`config.mk`:
```
export PLATFORM = sky130hd
export DESIGN_NAME = multi_zone_light_ctrl
export DESIGN_NICKNAME = d
export VERILOG_FILES = /design/src/rtl/light_pkg.sv /design/src/rtl/light_zone.sv /design/src/rtl/multi_zone_light_ctrl.sv
export SDC_FILE = /design/constraint.sdc
export NUM_CORES = 1
export LEC_CHECK = 0
export CAP_MARGIN = 20
export CORE_MARGIN = 3
export CORE_UTILIZATION = 50
export DETAILED_ROUTE_END_ITERATION = 8
export PLACE_DENSITY = 0.67
export SLEW_MARGIN = 20
export SYNTH_ARGS = -nofsm -noshare
export SYNTH_HDL_FRONTEND = slang
export SYNTH_SLANG_ARGS = --single-unit
```
`constraint.sdc`:
```
create_clock -name CLK -period 2.5 [get_ports CLK]
set_input_delay 0.25 -clock CLK [delete_from_list [all_inputs] [get_ports CLK]]
set_output_delay 0.25 -clock CLK [all_outputs]
set_load 0.02 [all_outputs]
```
`src/rtl/light_pkg.sv`:
```
// Shared types and default timing for the multi-zone lighting controller.
package light_pkg;

    typedef enum logic [1:0] {
        AUTO_IDLE  = 2'd0,
        AUTO_ON    = 2'd1,
        MANUAL_OFF = 2'd2,
        MANUAL_ON  = 2'd3
    } zone_state_t;

    typedef enum logic [1:0] {
        EVT_NONE  = 2'd0,
        EVT_SHORT = 2'd1,
        EVT_LONG  = 2'd2
    } press_evt_t;

    localparam int DEF_SYNC_STAGES      = 2;
    localparam int DEF_DEBOUNCE_CYCLES  = 300;
    localparam int DEF_MODE_HOLD_CYCLES = 5000;
    localparam int DEF_AUTO_HOLD_CYCLES = 30000;

    // Lamp is driven in both "on" states.
    function automatic logic lamp_of(zone_state_t s);
        return (s == AUTO_ON) || (s == MANUAL_ON);
    endfunction

    // Manual mode covers both MANUAL_* states.
    function automatic logic manual_of(zone_state_t s);
        return (s == MANUAL_OFF) || (s == MANUAL_ON);
    endfunction

endpackage

```
`src/rtl/light_zone.sv`:
```
// One lighting zone: input synchronisers, button debounce, short/long press
// classifier, mode/lamp FSM and automatic-mode hold timer.
module light_zone
    import light_pkg::*;
#(
    parameter int SYNC_STAGES      = DEF_SYNC_STAGES,
    parameter int DEBOUNCE_CYCLES  = DEF_DEBOUNCE_CYCLES,
    parameter int MODE_HOLD_CYCLES = DEF_MODE_HOLD_CYCLES,
    parameter int AUTO_HOLD_CYCLES = DEF_AUTO_HOLD_CYCLES
) (
    input  logic clk_i,
    input  logic rst_ni,
    input  logic btn_i,       // raw, asynchronous
    input  logic pir_i,       // raw, asynchronous
    input  logic daylight_i,  // already synchronised
    input  logic all_off_i,   // synchronous single-cycle
    output logic lamp_o,
    output logic mode_o
);

    localparam int DBW = $clog2(DEBOUNCE_CYCLES + 1);
    localparam int PW  = $clog2(MODE_HOLD_CYCLES + 1);
    localparam int TW  = $clog2(AUTO_HOLD_CYCLES + 1);

    logic [SYNC_STAGES-1:0] btn_sync_q, btn_sync_d;
    logic [SYNC_STAGES-1:0] pir_sync_q, pir_sync_d;
    logic                   db_q, db_d, db_prev_q;
    logic [DBW-1:0]         db_cnt_q, db_cnt_d;
    logic [PW-1:0]          press_cnt_q, press_cnt_d;
    press_evt_t             evt_q, evt_d;
    zone_state_t            state_q, state_d;
    logic [TW-1:0]          timer_q, timer_d;
    logic                   lamp_q, mode_q;

    logic btn_s, pir_s;
    assign btn_s = btn_sync_q[SYNC_STAGES-1];
    assign pir_s = pir_sync_q[SYNC_STAGES-1];

    // Synchroniser shift and debounce: level follows input only after a full stable run.
    always_comb begin
        btn_sync_d = {btn_sync_q[SYNC_STAGES-2:0], btn_i};
        pir_sync_d = {pir_sync_q[SYNC_STAGES-2:0], pir_i};
        db_d       = db_q;
        db_cnt_d   = '0;
        if (btn_s != db_q) begin
            if (db_cnt_q == DBW'(DEBOUNCE_CYCLES - 1)) db_d = btn_s;
            else                                       db_cnt_d = db_cnt_q + DBW'(1);
        end
    end

    // Press classifier: LONG once the hold count is hit, SHORT on release if not consumed.
    // A saturated counter marks the press as consumed until the button is released.
    always_comb begin
        press_cnt_d = press_cnt_q;
        evt_d       = EVT_NONE;
        if (db_q) begin
            if (press_cnt_q != PW'(MODE_HOLD_CYCLES)) press_cnt_d = press_cnt_q + PW'(1);
            if (press_cnt_q == PW'(MODE_HOLD_CYCLES - 1)) evt_d = EVT_LONG;
        end else begin
            press_cnt_d = '0;
            if (db_prev_q && (press_cnt_q != PW'(MODE_HOLD_CYCLES))) evt_d = EVT_SHORT;
        end
    end

    // Zone FSM and hold timer; ALL_OFF wins over any same-cycle event.
    always_comb begin
        state_d = state_q;
        timer_d = timer_q;
        if (all_off_i) begin
            if (manual_of(state_q)) begin
                state_d = MANUAL_OFF;
            end else begin
                state_d = AUTO_IDLE;
                timer_d = '0;
            end
        end else begin
            unique case (state_q)
                AUTO_IDLE: begin
                    if (evt_q == EVT_LONG) begin
                        state_d = MANUAL_OFF;
                    end else if (pir_s && !daylight_i) begin
                        state_d = AUTO_ON;
                        timer_d = TW'(AUTO_HOLD_CYCLES);
                    end
                end
                AUTO_ON: begin
                    if (evt_q == EVT_LONG) begin
                        state_d = MANUAL_OFF;
                        timer_d = '0;
                    end else if (pir_s) begin
                        timer_d = TW'(AUTO_HOLD_CYCLES);
                    end else if (timer_q <= TW'(1)) begin
                        state_d = AUTO_IDLE;
                        timer_d = '0;
                    end else begin
                        timer_d = timer_q - TW'(1);
                    end
                end
                MANUAL_OFF: begin
                    if (evt_q == EVT_SHORT)     state_d = MANUAL_ON;
                    else if (evt_q == EVT_LONG) state_d = AUTO_IDLE;
                end
                MANUAL_ON: begin
                    if (evt_q == EVT_SHORT) begin
                        state_d = MANUAL_OFF;
                    end else if (evt_q == EVT_LONG) begin
                        state_d = AUTO_IDLE;
                        timer_d = '0;
                    end
                end
                default: state_d = AUTO_IDLE;
            endcase
        end
    end

    // State, counters and registered outputs.
    always_ff @(posedge clk_i or negedge rst_ni) begin
        if (!rst_ni) begin
            btn_sync_q  <= '0;
            pir_sync_q  <= '0;
            db_q        <= 1'b0;
            db_prev_q   <= 1'b0;
            db_cnt_q    <= '0;
            press_cnt_q <= '0;
            evt_q       <= EVT_NONE;
            state_q     <= AUTO_IDLE;
            timer_q     <= '0;
            lamp_q      <= 1'b0;
            mode_q      <= 1'b0;
        end else begin
            btn_sync_q  <= btn_sync_d;
            pir_sync_q  <= pir_sync_d;
            db_q        <= db_d;
            db_prev_q   <= db_q;
            db_cnt_q    <= db_cnt_d;
            press_cnt_q <= press_cnt_d;
            evt_q       <= evt_d;
            state_q     <= state_d;
            timer_q     <= timer_d;
            lamp_q      <= lamp_of(state_d);
            mode_q      <= manual_of(state_d);
        end
    end

    assign lamp_o = lamp_q;
    assign mode_o = mode_q;

endmodule

```
`src/rtl/multi_zone_light_ctrl.sv`:
```
// Multi-zone lighting controller: shared DAYLIGHT synchroniser, ALL_OFF fan-out,
// and one independent light_zone per lamp.
module multi_zone_light_ctrl
    import light_pkg::*;
#(
    parameter int N_ZONES          = 2,
    parameter int SYNC_STAGES      = DEF_SYNC_STAGES,
    parameter int DEBOUNCE_CYCLES  = DEF_DEBOUNCE_CYCLES,
    parameter int MODE_HOLD_CYCLES = DEF_MODE_HOLD_CYCLES,
    parameter int AUTO_HOLD_CYCLES = DEF_AUTO_HOLD_CYCLES
) (
    input  logic               CLK,
    input  logic               RESET,
    input  logic [N_ZONES-1:0] PUSH_BUTTON,
    input  logic [N_ZONES-1:0] INFRAVERMELHO,
    input  logic               DAYLIGHT,
    input  logic               ALL_OFF,
    output logic [N_ZONES-1:0] LAMPADA,
    output logic [N_ZONES-1:0] MODO
);

    logic [SYNC_STAGES-1:0] dl_sync_q;

    // DAYLIGHT synchroniser shared by all zones.
    always_ff @(posedge CLK or negedge RESET) begin
        if (!RESET) dl_sync_q <= '0;
        else        dl_sync_q <= {dl_sync_q[SYNC_STAGES-2:0], DAYLIGHT};
    end

    for (genvar gi = 0; gi < N_ZONES; gi++) begin : g_zone
        light_zone #(
            .SYNC_STAGES     (SYNC_STAGES),
            .DEBOUNCE_CYCLES (DEBOUNCE_CYCLES),
            .MODE_HOLD_CYCLES(MODE_HOLD_CYCLES),
            .AUTO_HOLD_CYCLES(AUTO_HOLD_CYCLES)
        ) u_zone (
            .clk_i     (CLK),
            .rst_ni    (RESET),
            .btn_i     (PUSH_BUTTON[gi]),
            .pir_i     (INFRAVERMELHO[gi]),
            .daylight_i(dl_sync_q[SYNC_STAGES-1]),
            .all_off_i (ALL_OFF),
            .lamp_o    (LAMPADA[gi]),
            .mode_o    (MODO[gi])
        );
    end

endmodule

```
* Yosys cells after proc, flatten, opt, wreduce, memory -nomap -nowiden
Index checks and enable logic that the tools add are counted.
** Word-level totals
- Bits in registers :: 100
- Output and inout port bits :: 4
** Cells by class
- $add $sub $neg :: 6
- Order comparisons :: 2
- Equal/unequal tests :: 36
- Mux-type cells :: 56
- Reduce and logical (&&, ||, !) cells :: 19
** Operators by type and width (number)
- $mux W15 :: 18
- $pmux W15 S3 :: 2
- $mux W13 :: 4
- $mux W2 :: 24
- $mux W9 :: 4
- $le A15 B1 Y1 const B :: 2
- $sub A15 B1 Y15 const B :: 2
- $add A13 B1 Y13 const B :: 2
- $eq A13 B13 Y1 const B :: 2
- $ne A13 B13 Y1 const B :: 2
- $eq A2 B2 Y1 const B :: 10
- $add A9 B1 Y9 const B :: 2
- $eq A9 B9 Y1 const B :: 2
- $ne A3 B3 Y1 const B :: 6
- $pmux W2 S4 :: 2
- $eq A2 B1 Y1 const B :: 6
- $reduce_and A6 Y1 :: 2
- $ne A2 B2 Y1 const B :: 4
- $reduce_bool A4 Y1 :: 2
- $logic_or A1 B1 Y1 :: 6
- $ne A3 B2 Y1 const B :: 2
- $logic_and A1 B1 Y1 :: 4
- $logic_not A2 Y1 :: 2
- $reduce_and A2 Y1 :: 2
- other kinds (3) :: 5

* Depth between registers and ports, before layout
- Word-level depth :: 8
- Depth in mapped cells :: 7
- Mapped depth without buffers :: 7

* Hierarchy
From an unflattened synthesis, not the netlist that was laid out.
** Unflattened totals
- Cells, all modules :: 490
- Area total of the unflattened synthesis :: 4994.8 um^2
** Modules (own cells, without submodules)
- light_zone at g_zone[0].u_zone :: times used 1, cells each 241, area an instance 2483.6 um^2, sequential area each 1201.2 um^2
- light_zone at g_zone[1].u_zone :: times used 1, cells each 247, area an instance 2461.1 um^2, sequential area each 1201.2 um^2
- multi_zone_light_ctrl :: times used 1, cells each 2, area an instance 50.0 um^2, sequential area each 50.0 um^2

* Least setup slack after synthesis
Ideal clock, no wire load.
- Kind :: reg2reg
- Start point :: register g_zone[0].u_zone.timer_q[7]
- End point :: register g_zone[0].u_zone.timer_q[14]
- Setup time :: 0.128 ns
- Data arrival time :: 2.106 ns
- Required time :: 2.372 ns
- Slack :: 0.266 ns
- Stages on the path, launching flop included :: 6
- Buffers on the path :: 0
- Cells stage by stage :: dfrtp_1 > or4_4 > or4_4 > or3_4 > a31oi_1 > o22ai_1
** Between the ends
- Longest elaborated chain between the ends :: 6
- Elaborated cells on any way between the ends :: 7
- Classes of those cells :: add/sub (1); order compare (1); mux (5)
** RTL lines
- from (decl) :: line light_zone.sv:32 : logic [TW-1:0] timer_q, timer_d;
- from (signal assigned) :: line light_zone.sv:139 : timer_q <= timer_d;
- $sub A15 B1 Y15 or $le A15 B1 Y1 (tied branches) :: line light_zone.sv:96, light_zone.sv:92
- $mux W15 * :: line light_zone.sv:92 : end else if (timer_q <= TW'(1)) begin
- $mux W15 * :: line light_zone.sv:90 : end else if (pir_s) begin
- $mux W15 * :: line light_zone.sv:87 : if (evt_q == EVT_LONG) begin
- $pmux W15 S3 * :: line light_zone.sv:77 : unique case (state_q)
- $mux W15 * :: line light_zone.sv:69 : if (all_off_i) begin
Mark *: on every way between the ends. The rest lies on a longest branch, timed or not.
A chain may end at the register's enable or synchronous reset.

* Worst setup path in the final report
- Start point :: register g_zone[0].u_zone.timer_q[7]
- End point :: register g_zone[0].u_zone.timer_q[2]
** Between the ends
- Longest elaborated chain between the ends :: 6
** RTL lines (line)
- $le A15 B1 Y1 :: light_zone.sv:92
- $mux W15 :: light_zone.sv:92
- $mux W15 :: light_zone.sv:90
- $mux W15 :: light_zone.sv:87
- $pmux W15 S3 :: light_zone.sv:77
- $mux W15 :: light_zone.sv:69
Every way passes these cells.

==> run metrics <==
register area 0.002452 mm2; slowest stage cell, crit path or4_4; max-cap violation count 0; internal power 0.002314 W; type of the tightest min-delay check input port to register; Max Slew Vio Count 0; hold slack final 0.3277 ns; Yosys cell types 52; synthesized instance count 497; number of DRC markers in iteration 0 139; die area 0.01108 mm2; reg2reg start g_zone[0].u_zone.timer_q[7]; Crit Path Max Fanout 10; clock skew 0.008560 ns; htree depth 3; DP Area 0.005215 mm2; fmax 421.6 MHz; crit path to g_zone[0].u_zone.timer_q[2]; sw frac 25.76%; Clock power frac 34.3%; Crit path top cell by count or4_4; flop-to-flop setup slack 0.13 ns; final non-filler cell total 651; maximum clock path buffer count 2; Slew @ Worst Pin 0.7202 ns; n_diodes 0; I/O Buffers 11; status completed; Ports 12; most frequent cells in the layout dfrtp_1, nor2_1, nand2_1; FP Rows 35; min Tclk post-route 2.372 ns; DPL Wire Length 6166 um; Pre-antenna DRT Iters 4; FFs w/ async S/R, synth 100.0%; cell taking the most area after synthesis dfrtp_1; fillcell total 850; drt drc 0; initial core utilization 52.33%; Leakage 2.342 nW; gr ovfl total 0; Tot Pwr 0.003118 W; Chip Width 105.3 um; post-DR vias/cell 5.424; Reg clk slew, reported paths 0.10 ns; RR Endpoint g_zone[0].u_zone.timer_q[2]; Required @ worst endpoint 2.75 ns; fin nets 535; RSZ-0062 raised after global routing no; die span in y 105.3 um; design area 0.005438 mm2; vias 3531; first-pass GRT wire length 15990 um; average size of a mapped cell 9.914 um2; PD cells 573.4 mW/mm2; largest net degree at the start of global routing 44; critical path cell sequence or4_4, or4_4, o31ai_4, o21ai_2, a21o_1; Setup crit start g_zone[0].u_zone.timer_q[7]; Critical Path End Type register; Ys Warns 0; Multi-input gate area 0.002347 mm2; DP Cell Count 634; CTS Buf Count 9; WP data arrival 2.63 ns; CTS tree done; EDFF count, synth 0; net switching power 0.0008033 W; Total GRT Usage 17.28%; clock latency on the worst-skew pair 0.35 ns; initial antenna violation count 0; max_slew headroom 51.58%; ys flop type dfrtp_1; Area Growth Syn to Fin 10.36%; Worst setup SP type register; FF+latch count, synth 98; vias in the first global route 3529; Routed Antenna Nets 0; Fin Setup TNS 0 ns; Sequential Power Share 54.7%; Num Clock Sinks 98; Post-Syn Nets 515; critical path class register to register; RD Place Congestion 0.8298; post-synth top area share 49.77%; Seq/Total Area, Yosys 49.77%; CTS root buf clkbuf_8; Setup-failing EPs final 0; critical path's largest stage delay 0.59 ns; routed wire length 8784 um; Reg2Reg Depth 5; Peak VDD IR 0.0003927 V; mapped cell area 0.004927 mm2; Core Footprint 0.009415 mm2; Final Hold Viols 0; ratio of cells with drive above 1 in the final layout 8.238%; combinational group share of total power 11.1%; commonest non-fill, non-tap cell in the layout dfrtp_1; fin crit share 94.88%; routed len/inst 13.49 um; Synth area leaders dfrtp_1, xnor2_1, nand3_1, nor2_1, xor2_1
==> registers in the layout, indices dropped and copies added (netlist names), 4 cells and up <==
signal	count
g_zone.u_zone.evt_q	4
g_zone.u_zone.db_cnt_q	18
g_zone.u_zone.btn_sync_q	4
g_zone.u_zone.press_cnt_q	26
g_zone.u_zone.timer_q	30
g_zone.u_zone.pir_sync_q	4
==> per-stage QoR <==
step / worst slack (ns) / utilization, %
floorplan: 0.2659 / -
global placement: 0.1860 / 55.39
detailed placement: 0.1490 / 55.39
CTS: 0.1240 / 57.75
global route: 0.01085 / 57.75
finish: 0.1279 / 57.75
==> Yosys cell counts, types with 6 or more instances <==
cell	instances
a21boi_0	6
nor4b_1	6
nor2_1	46
xor2_1	18
inv_1	15
dfrtp_1	98
clkbuf_1	11
and2_1	18
nor3_1	14
a21oi_1	9
nor2b_1	9
xnor2_1	33
ha_1	10
a21o_1	6
nand3_1	36
nor4_1	6
or3_1	8
nor3b_1	7
o21ai_0	22
nand2_1	41
nand2b_1	6
and3_1	6
==> area by class of cell <==
type                            count  area share, %
Sequential cell                    98          45.10
Clock buffer                       11          2.784
Inverter                           15          1.035
Tap cell                          129          2.968
Multi-Input combinational cell    369          43.17
Timing Repair Buffer               24          3.820
Clock inverter                      5          1.127
==> critical path, delay by kind of cell (launching register included) <==
| kind | cells | cell delay, ns |
|---|---|---|
| flops | 1 | 0.45 |
| simple gates | 2 | 1.07 |
| compound gates | 3 | 0.76 |
==> metal layers <==
layer  vias up  wire, um  GRT usage, %
met5         -         0             0
met4         0        54         3.936
met3         4       263         4.225
met2        39      4123         27.73
met1      1714      4342         23.80
li1       1774         -             -
==> kinds of logic after synthesis <==
| kind of cell | Yosys count | synth area share, % |
|---|---|---|
| AO/OA/AOI/OAI | 80 | 11.15 |
| XOR/XNOR | 51 | 9.066 |
| adder cells (fa/ha/maj) | 10 | 2.539 |
| buffers and inverters | 30 | 2.590 |
| flip-flops | 98 | 49.77 |
| multiplexers | 5 | 1.067 |
| AND/OR/NAND/NOR | 223 | 23.82 |
==> power by group through the flow <==
stage / registers, W / clock network, W / logic [W]
after floorplan: 0.00172 / 0 / 0.000242
after global placement: 0.00173 / 0 / 0.000342
after detailed placement: 0.00174 / 0 / 0.000347
after CTS: 0.00170 / 0.00112 / 0.000350
after global routing: 0.00172 / 0.00118 / 0.000399
final: 0.00170 / 0.00107 / 0.000345
==> repair_timing <==
action	4_1_cts	5_1_grt
hold endpoints to repair	40	0
hold buffers	1	0
gates resized for setup	0	0
setup buffers	0	0
==> how the worst min path moves through the flow <==
stage	depth (start not counted)	end	from	slack (ns)
after detailed placement	1	g_zone[1].u_zone.timer_q[9]	RESET	0.27
after global placement	1	g_zone[1].u_zone.timer_q[9]	RESET	0.28
after global routing	1	g_zone[0].u_zone.btn_sync_q[0]	PUSH_BUTTON[0]	0.30
after floorplan	0	dl_sync_q[0]	RESET	-0.05
final	1	g_zone[0].u_zone.btn_sync_q[0]	PUSH_BUTTON[0]	0.33
after CTS	1	g_zone[0].u_zone.btn_sync_q[0]	PUSH_BUTTON[0]	0.30
No activity file was read; power rests on OpenSTA's default activity.
